**src/rtl/i2c_target_rx_pkg.sv**
```systemverilog
// Shared types and constants for the I2C target receiver.
package i2c_target_rx_pkg;

  localparam int unsigned BYTE_W    = 8;
  localparam int unsigned BIT_CNT_W = 3;
  localparam int unsigned ADDR_W    = 7;

  localparam logic I2C_RW_WRITE = 1'b0;
  localparam logic I2C_RW_READ  = 1'b1;

  localparam logic [ADDR_W-1:0] I2C_DEFAULT_ADDR = 7'h20;

  typedef enum logic [2:0] {
    ST_IDLE     = 3'd0,
    ST_ADDR     = 3'd1,
    ST_ADDR_ACK = 3'd2,
    ST_DATA     = 3'd3,
    ST_DATA_ACK = 3'd4,
    ST_IGNORE   = 3'd5
  } state_e;

  // Width of the frame byte index; at least one bit even for single-byte frames.
  function automatic int unsigned idx_width(input int unsigned n);
    return (n <= 1) ? 1 : $clog2(n);
  endfunction

endpackage

```
**src/rtl/i2c_target_rx_bus_sync.sv**
```systemverilog
// Synchronizes SCL/SDA into clk and decodes edge and START/STOP pulses.
module i2c_target_rx_bus_sync (
  input  logic clk,
  input  logic rst_n,
  input  logic scl_in,
  input  logic sda_in,
  output logic sda_c,
  output logic scl_rise_c,
  output logic scl_fall_c,
  output logic start_c,
  output logic stop_c
);

  // [0],[1] are the synchronizer; [2] is the history stage for edge detection.
  logic [2:0] scl_q;
  logic [2:0] sda_q;

  // Shift pads through the synchronizer chain; idle bus level after reset.
  always_ff @(posedge clk) begin
    if (!rst_n) begin
      scl_q <= 3'b111;
      sda_q <= 3'b111;
    end else begin
      scl_q <= {scl_q[1:0], scl_in};
      sda_q <= {sda_q[1:0], sda_in};
    end
  end

  // SDA edges while SCL is held high are bus conditions, not data.
  always_comb begin
    sda_c      = sda_q[1];
    scl_rise_c = scl_q[1] & ~scl_q[2];
    scl_fall_c = ~scl_q[1] & scl_q[2];
    start_c    = scl_q[1] & scl_q[2] & sda_q[2] & ~sda_q[1];
    stop_c     = scl_q[1] & scl_q[2] & ~sda_q[2] & sda_q[1];
  end

endmodule

```
**src/rtl/i2c_target_rx.sv**
```systemverilog
// I2C write-only target: address match, ACK generation and indexed byte output.
module i2c_target_rx
  import i2c_target_rx_pkg::*;
#(
  parameter logic [ADDR_W-1:0] ADDR  = I2C_DEFAULT_ADDR,
  parameter int unsigned       BYTES = 2,
  localparam int unsigned      IW    = idx_width(BYTES)
) (
  input  logic              clk,
  input  logic              rst_n,
  input  logic              scl_in,
  input  logic              sda_in,
  output logic              sda_oe,
  output logic [BYTE_W-1:0] data_out,
  output logic [IW-1:0]     index_out,
  output logic              wr_en,
  output logic              busy
);

  logic sda_c, scl_rise_c, scl_fall_c, start_c, stop_c;

  i2c_target_rx_bus_sync u_bus_sync (
    .clk        (clk),
    .rst_n      (rst_n),
    .scl_in     (scl_in),
    .sda_in     (sda_in),
    .sda_c      (sda_c),
    .scl_rise_c (scl_rise_c),
    .scl_fall_c (scl_fall_c),
    .start_c    (start_c),
    .stop_c     (stop_c)
  );

  state_e                state_q, state_d;
  logic [BIT_CNT_W-1:0]  bit_cnt_q, bit_cnt_d;
  logic                  done_q, done_d;
  logic [BYTE_W-1:0]     shift_q, shift_d;
  logic [IW-1:0]         idx_q, idx_d;
  logic                  sda_oe_d, wr_en_d, busy_d;
  logic [BYTE_W-1:0]     data_d;
  logic [IW-1:0]         index_d;

  // State and registered outputs.
  always_ff @(posedge clk) begin
    if (!rst_n) begin
      state_q   <= ST_IDLE;
      bit_cnt_q <= '0;
      done_q    <= 1'b0;
      shift_q   <= '0;
      idx_q     <= '0;
      sda_oe    <= 1'b0;
      wr_en     <= 1'b0;
      busy      <= 1'b0;
      data_out  <= '0;
      index_out <= '0;
    end else begin
      state_q   <= state_d;
      bit_cnt_q <= bit_cnt_d;
      done_q    <= done_d;
      shift_q   <= shift_d;
      idx_q     <= idx_d;
      sda_oe    <= sda_oe_d;
      wr_en     <= wr_en_d;
      busy      <= busy_d;
      data_out  <= data_d;
      index_out <= index_d;
    end
  end

  // Next state and outputs; STOP outranks START, both outrank the byte FSM.
  always_comb begin
    state_d   = state_q;
    bit_cnt_d = bit_cnt_q;
    done_d    = done_q;
    shift_d   = shift_q;
    idx_d     = idx_q;
    sda_oe_d  = sda_oe;
    wr_en_d   = 1'b0;
    busy_d    = busy;
    data_d    = data_out;
    index_d   = index_out;

    if (stop_c) begin
      state_d   = ST_IDLE;
      sda_oe_d  = 1'b0;
      busy_d    = 1'b0;
      bit_cnt_d = '0;
      done_d    = 1'b0;
    end else if (start_c) begin
      state_d   = ST_ADDR;
      sda_oe_d  = 1'b0;
      busy_d    = 1'b0;
      bit_cnt_d = '0;
      done_d    = 1'b0;
    end else begin
      case (state_q)
        ST_ADDR, ST_DATA: begin
          if (scl_rise_c && !done_q) begin
            shift_d   = {shift_q[BYTE_W-2:0], sda_c};
            bit_cnt_d = bit_cnt_q + BIT_CNT_W'(1);
            if (bit_cnt_q == BIT_CNT_W'(BYTE_W - 1)) done_d = 1'b1;
          end else if (scl_fall_c && done_q) begin
            done_d    = 1'b0;
            bit_cnt_d = '0;
            if (state_q == ST_ADDR) begin
              if (shift_q == {ADDR, I2C_RW_WRITE}) begin
                state_d  = ST_ADDR_ACK;
                sda_oe_d = 1'b1;
                busy_d   = 1'b1;
                idx_d    = '0;
              end else begin
                state_d  = ST_IGNORE;
              end
            end else begin
              state_d  = ST_DATA_ACK;
              sda_oe_d = 1'b1;
              wr_en_d  = 1'b1;
              data_d   = shift_q;
              index_d  = idx_q;
              idx_d    = (idx_q == IW'(BYTES - 1)) ? '0 : idx_q + IW'(1);
            end
          end
        end
        ST_ADDR_ACK, ST_DATA_ACK: begin
          if (scl_fall_c) begin
            state_d  = ST_DATA;
            sda_oe_d = 1'b0;
          end
        end
        ST_IGNORE, ST_IDLE: begin
          sda_oe_d = 1'b0;
        end
        default: begin
          state_d  = ST_IDLE;
          sda_oe_d = 1'b0;
          busy_d   = 1'b0;
        end
      endcase
    end
  end

endmodule

```
**config.mk**
```make
export PLATFORM = sky130hd
export DESIGN_NAME = i2c_target_rx
export DESIGN_NICKNAME = d
export VERILOG_FILES = /design/src/rtl/i2c_target_rx_pkg.sv /design/src/rtl/i2c_target_rx_bus_sync.sv /design/src/rtl/i2c_target_rx.sv
export SDC_FILE = /design/constraint.sdc
export NUM_CORES = 1
export LEC_CHECK = 0
export ABC_AREA = 0
export CORE_MARGIN = 3
export CORE_UTILIZATION = 35
export CTS_BUF_LIST = sky130_fd_sc_hd__clkbuf_2 sky130_fd_sc_hd__clkbuf_4 sky130_fd_sc_hd__clkbuf_8
export DETAILED_ROUTE_END_ITERATION = 16
export GPL_ROUTABILITY_DRIVEN = 1
export SYNTH_ARGS = -nofsm -noshare
export SYNTH_HDL_FRONTEND = slang
export SYNTH_SLANG_ARGS = --single-unit
```
**constraint.sdc**
```tcl
create_clock -name clk -period 2.2 [get_ports clk]
set_clock_uncertainty 0.1 [all_clocks]
set_input_delay 0.44 -clock clk [delete_from_list [all_inputs] [get_ports clk]]
set_output_delay 0.44 -clock clk [all_outputs]
set_load 0.01 [all_outputs]
```
==> impl_metrics.yaml, run 1 <==
sta:
  holdWs_ns: 0.313
  min_period_ns: 1.82
  tns_ns: 0
  fmax_ghz: 0.548
  min_period_over_period_pct: 82.9
  drv_slew: 0
  finalSetupViolCount: 0
  tightest_slew_ns: 0.591
  finalWorstSetupSlack_ns: 0.377
  rsz0062_at_grt: "false"
  slew_headroom_pct: 60.4
  hold_viol: 0
clock_tree:
  clock_latency_ns: 0.29
  htreeDepth: 2
  clkSlewWorstSetupHoldPaths_ns: 0.06
  ctsResizeCount: 0
  hold_buffers: 0
  clkSinkCount: 34
  cts_buffers: 5
  cts_tree: "built"
  clock_path_buffers: 2
  postCtsSetupRepairBufs: 0
  root_buffer: "clkbuf_8"
logic_synthesis:
  syn-instance-count: 145
  synth_top_area_cell: "dfxtp_1"
  synth-seq-cells: 34
  synth_fp_nets: 151
  yosysWarnings: 0
  syn_area_per_cell_um2: 9.78
  synth_cell_types: 38
  synth_area_mm2: 0.00142
  synth_top_area_share_pct: 48.0
  synth_seq_area_share_pct: 48.0
  synth_area_leaders: "dfxtp_1, mux2i_1, a21boi_0"
worst_setup_path:
  critPathSlowestCell: "and3_1"
  r2r-start: "state_q[0]"
  path_max_fanout: 15
  crit_path_end_kind: "flip-flop"
  path_cells: "and2b_2 > and3_1 > nor2_1 > a22oi_1 > nor2_1"
  crit_path_frequent_cell: "nor2_1"
  cp_data_required_time_ns: 2.25
  critPathLaunchType: "flip-flop"
  slowest_delay_ns: 0.52
  worstPathArrival_ns: 1.87
  path_class: "flip-flop to flip-flop"
  timing.rr.end: "bit_cnt_q[1]"
  r2r_cells: 5
  reg2reg_slack_ns: 0.38
  crit_start: "state_q[0]"
worst_hold_path:
  worstHoldEndpoint: "u_bus_sync.scl_q[1]"
  hp-class: "flip-flop to flip-flop"
  worstHoldPathCells: 1
  min-delay-start: "u_bus_sync.scl_q[0]"
power_and_ir_drop:
  p_sw_uw: 236
  p_sw_share_pct: 21.7
  seqPwrFrac_pct: 57.6
  p_comb_share_pct: 3.3
  intPower_uw: 852
  p_leak_uw: 0.000594
  p_clk_share_pct: 39.1
  ir_drop_v: 0.000387
  p_per_area_mw_per_mm2: 644
cells_and_area:
  drive_gt1_share_pct: 9.82
  n_antenna_cell: 0
  synthToLayoutAreaGrowth_pct: 19.2
  fin_nets: 169
flow_run:
  cap_violations: 0
placed_design:
  dp_hpwl_um: 1880
  dp_slack_ns: 0.379
  portBuffers: 15
  routabilityCongestion: 0.791
route:
  wl_per_cell_um: 12.1
  drc: 0
  wl_um: 2550
  dr.pass1.iters: 4
  ant_nets: 0
  via_count: 1044
  viasPerCell: 4.95
  drt_iter0_drc: 59
die:
  core_area_mm2: 0.00377
  die_area_mm2: 0.00485
  std_cell_rows: 22
  ios: 16
  initial_core_util_pct: 37.6
  die_w_um: 69.6
  chipHeight_um: 69.6
global_route:
  grt_usage_pct: 11.9
  grt_max_degree: 26
  gr-total-overflow: 0
  grt_pass1_wl_um: 4600
  antenna_found_initial: 0
  grt_pass1_vias: 1030
outcome:
  outcome: "finished clean"
through the flow:
| step | util [%] | std cells | total power (uW) | instance area, um^2 |
|---|---|---|---|---|
| floorplan | - | 145 | 663 | 1420 |
| global placement | 42.7 | 204 | 676 | 1610 |
| detailed placement | 42.7 | 204 | 677 | 1610 |
| CTS | 44.8 | 211 | 1100 | 1690 |
| global route | 44.8 | 211 | 1130 | 1690 |
| finish | 44.8 | 211 | 1090 | 1690 |
registers in the layout, summed over array words and instances (netlist names):
| register | cells |
|---|---|
| data_out | 8 |
| shift_q | 8 |
| bit_cnt_q | 3 |
| state_q | 3 |
| u_bus_sync.scl_q | 3 |
| u_bus_sync.sda_q | 3 |
| busy | 1 |
| done_q | 1 |
| idx_q | 1 |
| index_out | 1 |
| sda_oe | 1 |
| wr_en | 1 |
synth_stat cells (all sizes together):
cell,instances
a211oi,3
a21boi,9
a21oi,5
a22oi,2
a31oi,1
and2b,3
and3,2
buf,4
clkbuf,3
dfxtp,34
ha,2
inv,1
mux2i,9
nand2,15
nand2b,10
nand3,10
nand4b,1
nor2,5
nor2b,8
nor3,4
nor3b,1
nor4,1
nor4b,2
o21a,1
o21ai,4
o21bai,1
o221a,1
o2bb2ai,1
xnor2,2
metal layers:
metal,up-vias,global-route usage [%],routed length (um),part of all wire (%)
met5,-,0,0,0
met2,15,19.2,1180,46
met3,6,5.07,109,4.3
li1,540,-,-,-
met1,483,13.3,1200,47
met4,0,5.96,59,2.3
cell type report:
cell class | count | area (um^2)
Multi-Input combinational cell | 103 | 693
Fill cell | 370 | 2080
Clock buffer | 5 | 68.8
Sequential cell | 34 | 681
Clock inverter | 2 | 10.0
Inverter | 1 | 3.75
Tap cell | 48 | 60.1
Timing Repair Buffer | 18 | 173
power by group through the flow:
stage	combinational (uW)	clock (uW)	sequential [uW]
after floorplan	24.6	0	639
after global placement	36.2	0	640
after detailed placement	36.8	0	640
after CTS	37.0	437	626
after global routing	40.8	464	626
final	36.4	425	626
worst max-delay path: cells and delay by family (launching register included):
kind,cells,cell delay (ns)
compound gates,1,0.18
flops,1,0.44
simple gates,4,0.96
kinds of logic (layout without fill, tap and decap cells):
kind of cell	Yosys count	in the layout	synth area share (%)
compound gates	28	28	13.9
flops	34	34	48.0
fa+ha+maj	2	2	1.76
mux	9	9	6.36
simple gates	62	62	25.7
buf+inv	8	26	3.09
xor+xnor	2	2	1.24
cell usage in the layout (no fill, tap or decap), drive strengths merged, types with 4 or more instances in the layout:
| master | instances |
|---|---|
| o21ai | 4 |
| nand2 | 15 |
| nand3 | 10 |
| clkbuf | 5 |
| a21boi | 9 |
| mux2i | 9 |
| nand2b | 10 |
| a21oi | 5 |
| nor2b | 8 |
| clkdlybuf4s50 | 15 |
| dfxtp | 34 |
| nor2 | 5 |
| nor3 | 4 |
how the worst max path moves through the flow:
stage,endpoint,cells past startpoint
final,bit_cnt_q[1],5
after floorplan,bit_cnt_q[1],6
after CTS,bit_cnt_q[1],5
after global routing,bit_cnt_q[1],5
after detailed placement,bit_cnt_q[1],5
after global placement,bit_cnt_q[2],5
Power figures use the tool's default switching activity.
==> run 2: changes to the inputs <==
==> constraint.sdc (replaced) <==
create_clock -name clk -period 1.6 [get_ports clk]
set_clock_uncertainty 0.1 [all_clocks]
set_input_delay 0.32 -clock clk [delete_from_list [all_inputs] [get_ports clk]]
set_output_delay 0.32 -clock clk [all_outputs]
set_load 0.01 [all_outputs]
==> run 2 against run 1 <==
Against the previous run: critical path depth shrank 4; clock-buffer cell count grew 1; setup slack lost 0.34 ns; register-to-register slack lost 0.34 ns; wire length grew 14%; combinational power grew 71%; cell area grew 17%; die area is the same; sequential share of layout area shrank 5.6 points.
==> impl_metrics.yaml, run 2 (same netlist as run 1, synthesis figures left out) <==
worst_setup_path:
  critPathSlowestCell: "clkdlybuf4s50_1"
  path_class: "flip-flop to primary output"
  timing.rr.end: "state_q[2]"
  reg2reg_slack_ns: 0.04
  path_max_fanout: 2
  crit_path_end_kind: "primary output"
  path_cells: "clkdlybuf4s50_1"
  path_delay_family: "buffers and inverters"
  crit_buf_inv: 1
  slowest_delay_ns: 0.53
  r2r-start: "u_bus_sync.scl_q[1]"
  worstPathArrival_ns: 1.15
  r2r_cells: 6
  critPathLaunchType: "flip-flop"
  cp_data_required_time_ns: 1.18
die:
  initial_core_util_pct: 37.6
  core_area_mm2: 0.00377
  chipHeight_um: 69.6
  std_cell_rows: 22
  die_area_mm2: 0.00485
  ios: 16
  die_w_um: 69.6
sta:
  tightest_slew_ns: 0.604
  hold_viol: 0
  slew_headroom_pct: 59.5
  holdWs_ns: 0.308
  min_period_ns: 1.57
  min_period_over_period_pct: 97.9
  fmax_ghz: 0.639
  finalSetupViolCount: 0
  finalWorstSetupSlack_ns: 0.0341
  tns_ns: 0
  drv_slew: 0
  rsz0062_at_grt: "true"
global_route:
  grt_pass1_vias: 1078
  gr-total-overflow: 0
  grt_usage_pct: 12.1
  grt_pass1_wl_um: 4820
  antenna_found_initial: 0
  grt_max_degree: 23
route:
  drc: 0
  via_count: 1153
  drt_iter0_drc: 33
  dr.pass1.iters: 4
  wl_per_cell_um: 12.7
  ant_nets: 0
  wl_um: 2920
  viasPerCell: 5.01
worst_hold_path:
  hp-class: "flip-flop to flip-flop"
  worstHoldPathCells: 1
  worstHoldEndpoint: "u_bus_sync.sda_q[1]"
  min-delay-start: "u_bus_sync.sda_q[0]"
outcome:
  outcome: "finished clean"
clock_tree:
  cts_tree: "built"
  clock_latency_ns: 0.28
  htreeDepth: 2
  clkSinkCount: 34
  clkSlewWorstSetupHoldPaths_ns: 0.07
  clock_path_buffers: 2
  root_buffer: "clkbuf_8"
  cts_buffers: 5
power_and_ir_drop:
  p_leak_uw: 0.000874
  p_per_area_mw_per_mm2: 865
  ir_drop_v: 0.000788
cells_and_area:
  regArea_um2: 686
  mostFrequentLayoutCell: "dfxtp_1"
  drive_gt1_share_pct: 26.9
  stdcell_count: 230
  fin_nets: 188
  num-fill-cells: 344
  final_cell_mix: "dfxtp_1, buf_4, nand2_1"
  reg.largest.list: "data_out (8), shift_q (8)"
  synthToLayoutAreaGrowth_pct: 39.4
  final_util_pct: 52.4
  multi_input_area_um2: 772
  n_antenna_cell: 0
placed_design:
  portBuffers: 15
  dp_hpwl_um: 2040
  routabilityCongestion: 0.790
  place_inst: 220
  dp_slack_ns: -0.166
flow_run:
  cap_violations: 0
[run 2: cell types whose count changed in the layout (fill, tap and decap cells not counted), moves of 2 or more]
cell             change
buf_6                +2
clkinv_2             -2
clkdlybuf4s50_1      -9
dfxtp_1              -2
dlymetal6s2s_1       +8
buf_4               +17
[run 2: worst max-delay path by stage]
stage / start / to / slack, ns / cells past startpoint
final: data_out[3] / data_out[3] / 0.03 / 1
after CTS: data_out[0] / data_out[0] / 0.00006 / 1
after detailed placement: shift_q[2] / sda_oe / -0.17 / 5
after floorplan: state_q[2] / bit_cnt_q[1] / 0.02 / 6
after global placement: shift_q[2] / state_q[0] / -0.11 / 5
after global routing: state_q[2] / sda_oe / -0.03 / 6
[run 2: what timing repair did]
item	4_1_cts	5_1_grt
gates cloned	0	0
endpoints found under the setup margin	20	22
resized for setup	8	23
setup buffers	1	2
pin swaps	1	9
hold buffers	0	0
[run 2: power breakdown]
group	total [uW]	internal, uW	switching [uW]	leakage, uW
clock network	789	498	291	0.0000573
registers	858	852	5.85	0.000276
logic	62.2	32.3	29.9	0.000540
total	1710	1380	327	0.000874
[run 2: metal layers]
metal / GRT usage, % / vias to the layer above / part of all wire (%)
met5: 0 / - / 0
met4: 5.74 / 0 / 1.4
met3: 3.04 / 6 / 3.4
met2: 18.9 / 15 / 47
met1: 15.7 / 551 / 48
li1: - / 581 / -
[run 2: stage by stage]
step           power [uW]  area, um^2
2_1_floorplan         912        1420
3_3_place_gp          935        1730
3_5_place_dp          936        1730
4_1_cts              1720        1880
5_1_grt              1760        1980
6_report             1710        1980
[run 2: area by class of cell]
class,instances,area share (%)
timing repair buffer,37,17.3
multi-input combinational,103,39.1
sequential,34,34.7
clock buffer,6,4.18
inverter,1,0.190
tap,48,3.04
clock inverter,1,1.52
